## src/rtl/dsp_post_adder_acc.sv

```systemverilog
// Post-adder / accumulator stage of the DSP48A1 slice: X/Z operand select, add/subtract with carry-in,
// 48-bit P accumulator plus carry-out register.
module dsp_post_adder_acc #(
  parameter int PREG        = 1,
  parameter int CARRYOUTREG = 1,
  parameter int CARRYINREG  = 1
) (
  input  logic        CLK,
  input  logic        RST,
  input  logic        CEP,
  input  logic        CECARRYIN,
  input  logic [3:0]  OPMODE,
  input  logic        SUB,
  input  logic        CARRYIN,
  input  logic [35:0] M,
  input  logic [47:0] DAB,
  input  logic [47:0] C,
  input  logic [47:0] PCIN,
  output logic [47:0] P,
  output logic [47:0] PCOUT,
  output logic        CARRYOUT,
  output logic        CARRYOUTF
);

  logic [47:0] p_reg_q, p_reg_d;
  logic        cy_q, cy_d;
  logic        cin_q, cin_d;

  logic        cin;
  logic [47:0] x_op, z_op;
  logic [48:0] x_ext, sum;

  always_comb begin
    cin = (CARRYINREG != 0) ? cin_q : CARRYIN;

    x_op = '0;
    unique case (OPMODE[1:0])
      2'd0: x_op = '0;
      2'd1: x_op = {12'd0, M};
      2'd2: x_op = p_reg_q;
      2'd3: x_op = DAB;
    endcase

    z_op = '0;
    unique case (OPMODE[3:2])
      2'd0: z_op = '0;
      2'd1: z_op = PCIN;
      2'd2: z_op = p_reg_q;
      2'd3: z_op = C;
    endcase

    // 49-bit arithmetic: bit 48 is carry on add, borrow on subtract
    x_ext = {1'b0, x_op} + {48'd0, cin};
    sum   = SUB ? ({1'b0, z_op} - x_ext) : ({1'b0, z_op} + x_ext);
  end

  always_comb begin
    p_reg_d = p_reg_q;
    cy_d    = cy_q;
    cin_d   = cin_q;
    if (CEP) begin
      p_reg_d = sum[47:0];
      cy_d    = sum[48];
    end
    if (CECARRYIN) begin
      cin_d = CARRYIN;
    end
  end

  always_ff @(posedge CLK) begin
    if (RST) begin
      p_reg_q <= '0;
      cy_q    <= 1'b0;
      cin_q   <= 1'b0;
    end else begin
      p_reg_q <= p_reg_d;
      cy_q    <= cy_d;
      cin_q   <= cin_d;
    end
  end

  // Feedback always uses p_reg_q, so the unregistered output mode has no combinational loop
  always_comb begin
    P         = (PREG != 0) ? p_reg_q : sum[47:0];
    PCOUT     = P;
    CARRYOUT  = (CARRYOUTREG != 0) ? cy_q : sum[48];
    CARRYOUTF = CARRYOUT;
  end

endmodule

```

## config.mk

```make
export PLATFORM = sky130hd
export DESIGN_NAME = dsp_post_adder_acc
export DESIGN_NICKNAME = d
export VERILOG_FILES = /design/src/rtl/dsp_post_adder_acc.sv
export SDC_FILE = /design/constraint.sdc
export NUM_CORES = 1
export LEC_CHECK = 0
export ABC_AREA = 1
export BUFFER_PORTS_ARGS = -buffer_cell sky130_fd_sc_hd__buf_2
export CAP_MARGIN = 20
export CORE_ASPECT_RATIO = 0.6
export CORE_MARGIN = 5
export CORE_UTILIZATION = 45
export CTS_CLUSTER_DIAMETER = 200
export DETAILED_ROUTE_END_ITERATION = 12
export PLACE_DENSITY_LB_ADDON = 0.15
export RECOVER_POWER = 100
export SETUP_SLACK_MARGIN = 0.2
export SLEW_MARGIN = 40
export SYNTH_ARGS = -nofsm -noshare
export SYNTH_HDL_FRONTEND = slang
export SYNTH_SLANG_ARGS = --single-unit
```

## constraint.sdc

```tcl
create_clock -name CLK -period 12.3 [get_ports CLK]
set_clock_uncertainty 0.05 [all_clocks]
set_input_delay 2.46 -clock CLK [delete_from_list [all_inputs] [get_ports CLK]]
set_output_delay 2.46 -clock CLK [all_outputs]
set_load 0.01 [all_outputs]
```

Yosys cells after proc, flatten, opt, wreduce, memory -nomap -nowiden
Index checks and enable logic that the tools add are counted.
{"block": "totals", "register_bits": 50}
{"block": "op_classes", "add_sub_neg": 3, "eq_ne": 6, "n_mux": 3, "n_reduce_logical": 2}
{"cell": "case mux 48 bit (4 select lines)", "n": 2}
{"cell": "adder 48 x 1 -> 49 bit", "n": 1}
{"cell": "adder 48 x 49 -> 49 bit", "n": 1}
{"cell": "2-to-1 mux 49 bit", "n": 1}
{"cell": "subtractor 48 x 49 -> 49 bit", "n": 1}
{"cell": "== test 2 bit, second input constant", "n": 4}
{"cell": "== test 2 x 1 -> 1 bit, second input constant", "n": 2}
{"cell": "zero test 2 bit", "n": 2}

Depth between registers and ports, before layout
{"block": "logic_depth", "depth_word": 5, "ltp_mapped": 41, "depth_no_buf": 38}

Least setup slack after synthesis
No wires, ideal clock.
{"block": "synth_timing", "path_kind": "input to register", "from": "in OPMODE[1]", "to": "reg p_reg_q[38], in the netlist P[38]", "setup_ns": 0.056, "t_arrival_ns": 7.028, "t_required_ns": 12.194, "slack_ns": 5.166, "path_stages": 33, "path_cell_list": "buf_6 buf_6 nand2_2 inv_2 buf_6 nand2_1 nand3_1 ha_1 ha_1 inv_1 xor2_1 nand3_1 nor2_1 nand2_1 nor2_1 nand4_1 nor2_1 nand2_1 o21ai_0 nand2_1 xor2_1 ha_1 nand2_1 nor2_1 nand2_1 nor4_1 a21oi_1 o21ai_0 a21oi_1 or2_2 nand3_1 nand2_1 inv_1"}
{"block": "synth_via", "elab_chain_len": 5, "word_cells_on_any_way": 9, "cone_classes": "3 x add/sub; 3 x eq/ne; 2 x mux; 1 x reduce/logical"}
{"item": "start: declaration", "line": "12", "text": "input logic [3:0] OPMODE,"}
{"item": "== test 2 bit, or another cell as far along", "line": "37", "text": "unique case (OPMODE[1:0])"}
{"item": "case mux 48 bit (4 select lines) (*)", "line": "37"}
{"item": "adder 48 x 1 -> 49 bit (*)", "line": "53", "text": "x_ext = {1'b0, x_op} + {48'd0, cin};"}
{"item": "adder 48 x 49 -> 49 bit or subtractor 48 x 49 -> 49 bit (tied branches)", "line": "54", "text": "sum = SUB ? ({1'b0, z_op} - x_ext) : ({1'b0, z_op} + x_ext);"}
{"item": "2-to-1 mux 49 bit (*)", "line": "54"}
{"item": "end signal: assignment", "line": "76", "text": "p_reg_q <= p_reg_d;"}
{"item": "end: declaration", "line": "25", "text": "logic [47:0] p_reg_q, p_reg_d;"}
Every way passes the cells marked *; elsewhere a longest branch is shown, timed or not.
A chain may end at the register's enable or synchronous reset.

Final worst setup path
Same ends and word-level chain as after synthesis.

==> results.json <==
{
  "status": "complete, but fails checks",
  "violations": "max-capacitance violations, max-slew violations",
  "yosys-top-cells-count": "482 x nand2_1, 260 x nand3_1, 249 x inv_1",
  "whs_ns": 0.524,
  "cp.arrival_ns": 10.10,
  "synth_area_leader_cell": "nand2_1",
  "layout_min_cycle_time_ns": 9.88,
  "hold_class": "reg2reg",
  "clock_sinks": 50,
  "r2r_cells": 28,
  "ys_types": 50,
  "place.port_buffers": 287,
  "synthFlopType": "dfxtp_1",
  "place.gp.congestion": 1.03,
  "layout-drive-gt1-share_pct": 15.3,
  "tightest_slew_ns": 2.03,
  "cp-end-kind": "flop",
  "diodes": 0,
  "antenna_found_initial": 0,
  "vias": 14051,
  "r2r_slack_ns": 5.60,
  "grt-ovfl-total": 0,
  "hold_viol_final": 0,
  "cp_top_family": "simple AND/OR/NAND/NOR gates",
  "syn_area_sq_mm": 0.0112,
  "cts_tree": "yes",
  "area_delta_synth_final_pct": 10.0,
  "synth_nets": 2233,
  "dp_cells": 2494,
  "path_buf_inv": 5,
  "final_cells": 2502,
  "synth_top_cells_by_area": "nand2_1 16%, nand3_1 12%, dfxtp_1 8.9%",
  "setup_viol": 0,
  "dpl.hpwl_um": 41900,
  "routedWlPerCell_um": 19.8,
  "nets": 2421,
  "totalWireLength_um": 49600,
  "drv_slew": 36,
  "tritoncts.num_buffers": 5,
  "maxCapViolations": 1,
  "yosys.area.top_type_share_pct": 16.2,
  "finalSetupTns_ns": 0,
  "synth_seq_cells": 50,
  "start_util_pct": 46.0,
  "yosysWarnings": 0,
  "grt_pass1_vias": 12295,
  "rsz0062_at_grt": "false",
  "die-area_sq_mm": 0.0282,
  "grtUsageTotal_pct": 33.1,
  "utilization_pct": 50.6,
  "crit_fanout": 69,
  "min_delay_path_depth": 2,
  "route.detailed.drc": 0,
  "fin_crit_sh_pct": 80.4,
  "multi_input_area_sq_mm": 0.00835,
  "crit_path_start_kind": "input pin",
  "p_leak_nw": 6.08,
  "cp_num_cells": 32,
  "slowest_delay_ns": 0.83,
  "synth.avg_cell_area_sq_um": 5.62,
  "htreeDepth": 2,
  "async_reset_ff_share_pct": 0,
  "grt_max_degree": 71,
  "place_area_sq_mm": 0.0123,
  "critPathKind": "in2reg",
  "dr.pass1.iters": 6,
  "cts-root-buf": "clkbuf_16",
  "post_cts_buffers": 0,
  "core_area_sq_mm": 0.0243,
  "yosys.cell_count.top_type": "nand2_1",
  "hold_buffers": 0,
  "required_ns": 12.51,
  "clock_latency_ns": 0.31,
  "drt-initial-drc-count": 1415,
  "viasPerCell": 5.62,
  "seq_area_sq_mm": 0.00100,
  "fillers": 2746,
  "clkTransAtPathRegs_ns": 0.08,
  "final_area_sq_mm": 0.0123,
  "grt_pass1_wl_um": 72800,
  "synth_cells": 1991,
  "die_h_um": 132,
  "max_slew_margin_pct": -35.6,
  "cts_resized": 0,
  "antenna_left": 0,
  "synth_edf_count": 0,
  "critical_path.most_common_cell": "nand2_1",
  "power_density_mw_per_mm2": 95.9,
  "cts_max_path_buffers": 2,
  "cp_slowest_cell": "nor2_1",
  "irDropWorstVdd_v": 0.0000603,
  "io_pins": 288,
  "seq_area_frac_synth_pct": 8.94,
  "rows": 44,
  "fmax_mhz": 101,
  "die_w_um": 214
}
## power breakdown
group,switching [W],internal [W]
sequential,0.0000574,0.000187
clock,0.0000765,0.0000964
combinational,0.000509,0.000254
total,0.000643,0.000538
## sequential cells by signal, summed over array words and instances, names as in the netlist
name / flops
cin: 1
P: 48
CARRYOUT: 1
## layer usage
metal  track usage, %  part of all wire [%]
met5                0                     0
met4             6.78                   2.0
met3             8.59                    12
met2             46.6                    39
met1             50.3                    46
## metrics by stage
stage          setup slack [ns]  power [W]
6_report                   2.42    0.00118
3_5_place_dp               3.24    0.00101
2_1_floorplan              5.17   0.000768
4_1_cts                    3.55    0.00118
5_1_grt                    1.50    0.00127
3_3_place_gp               3.49    0.00101
## worst reg2reg max path: cells and delay by family (launching register included)
kind	cells	cell delay [ns]
adders and majority gates	3	0.81
and+or+nand+nor	18	3.78
buffers and inverters	2	0.14
AOI/OAI and AO/OA	4	1.18
xor gates and xnor gates	1	0.16
DFF	1	0.53
## layout by cell type (no fill, tap or decap), types with 27 or more instances in the layout
cell type,n
nand4_1,34
inv_1,250
buf_2,187
xor2_1,56
xnor2_1,27
nand2_2,28
a21oi_1,121
dfxtp_1,50
nor2_1,206
ha_1,51
o211ai_1,46
o21ai_0,77
nand3_1,261
nand2_1,485
clkbuf_1,100
## final timing paths
kind,from,endpoint
worst min register to register,P[47],P[47]
worst min-delay path,P[47],P[47]
worst max register to register,P[0],P[38]
worst max-delay path,OPMODE[1],P[38]
## cell families (layout without fill, tap and decap cells)
family | Yosys count | count (layout) | synth area share, %
buffers and inverters | 382 | 571 | 16.2
adders and majority gates | 52 | 52 | 5.88
and+or+nand+nor | 1115 | 1115 | 46.1
AOI/OAI and AO/OA | 306 | 306 | 16.0
xor gates and xnor gates | 86 | 86 | 6.93
DFF | 50 | 50 | 8.94
## layout make-up
class,count,area share [%]
clock buffers,5,1.02
clock inverters,3,0.366
repair buffers,296,11.2
flip-flops and latches,50,8.13
multi-input cells,1559,67.8
inverters,267,8.22
well taps,322,3.27
No activity file was read; power rests on OpenSTA's default activity.
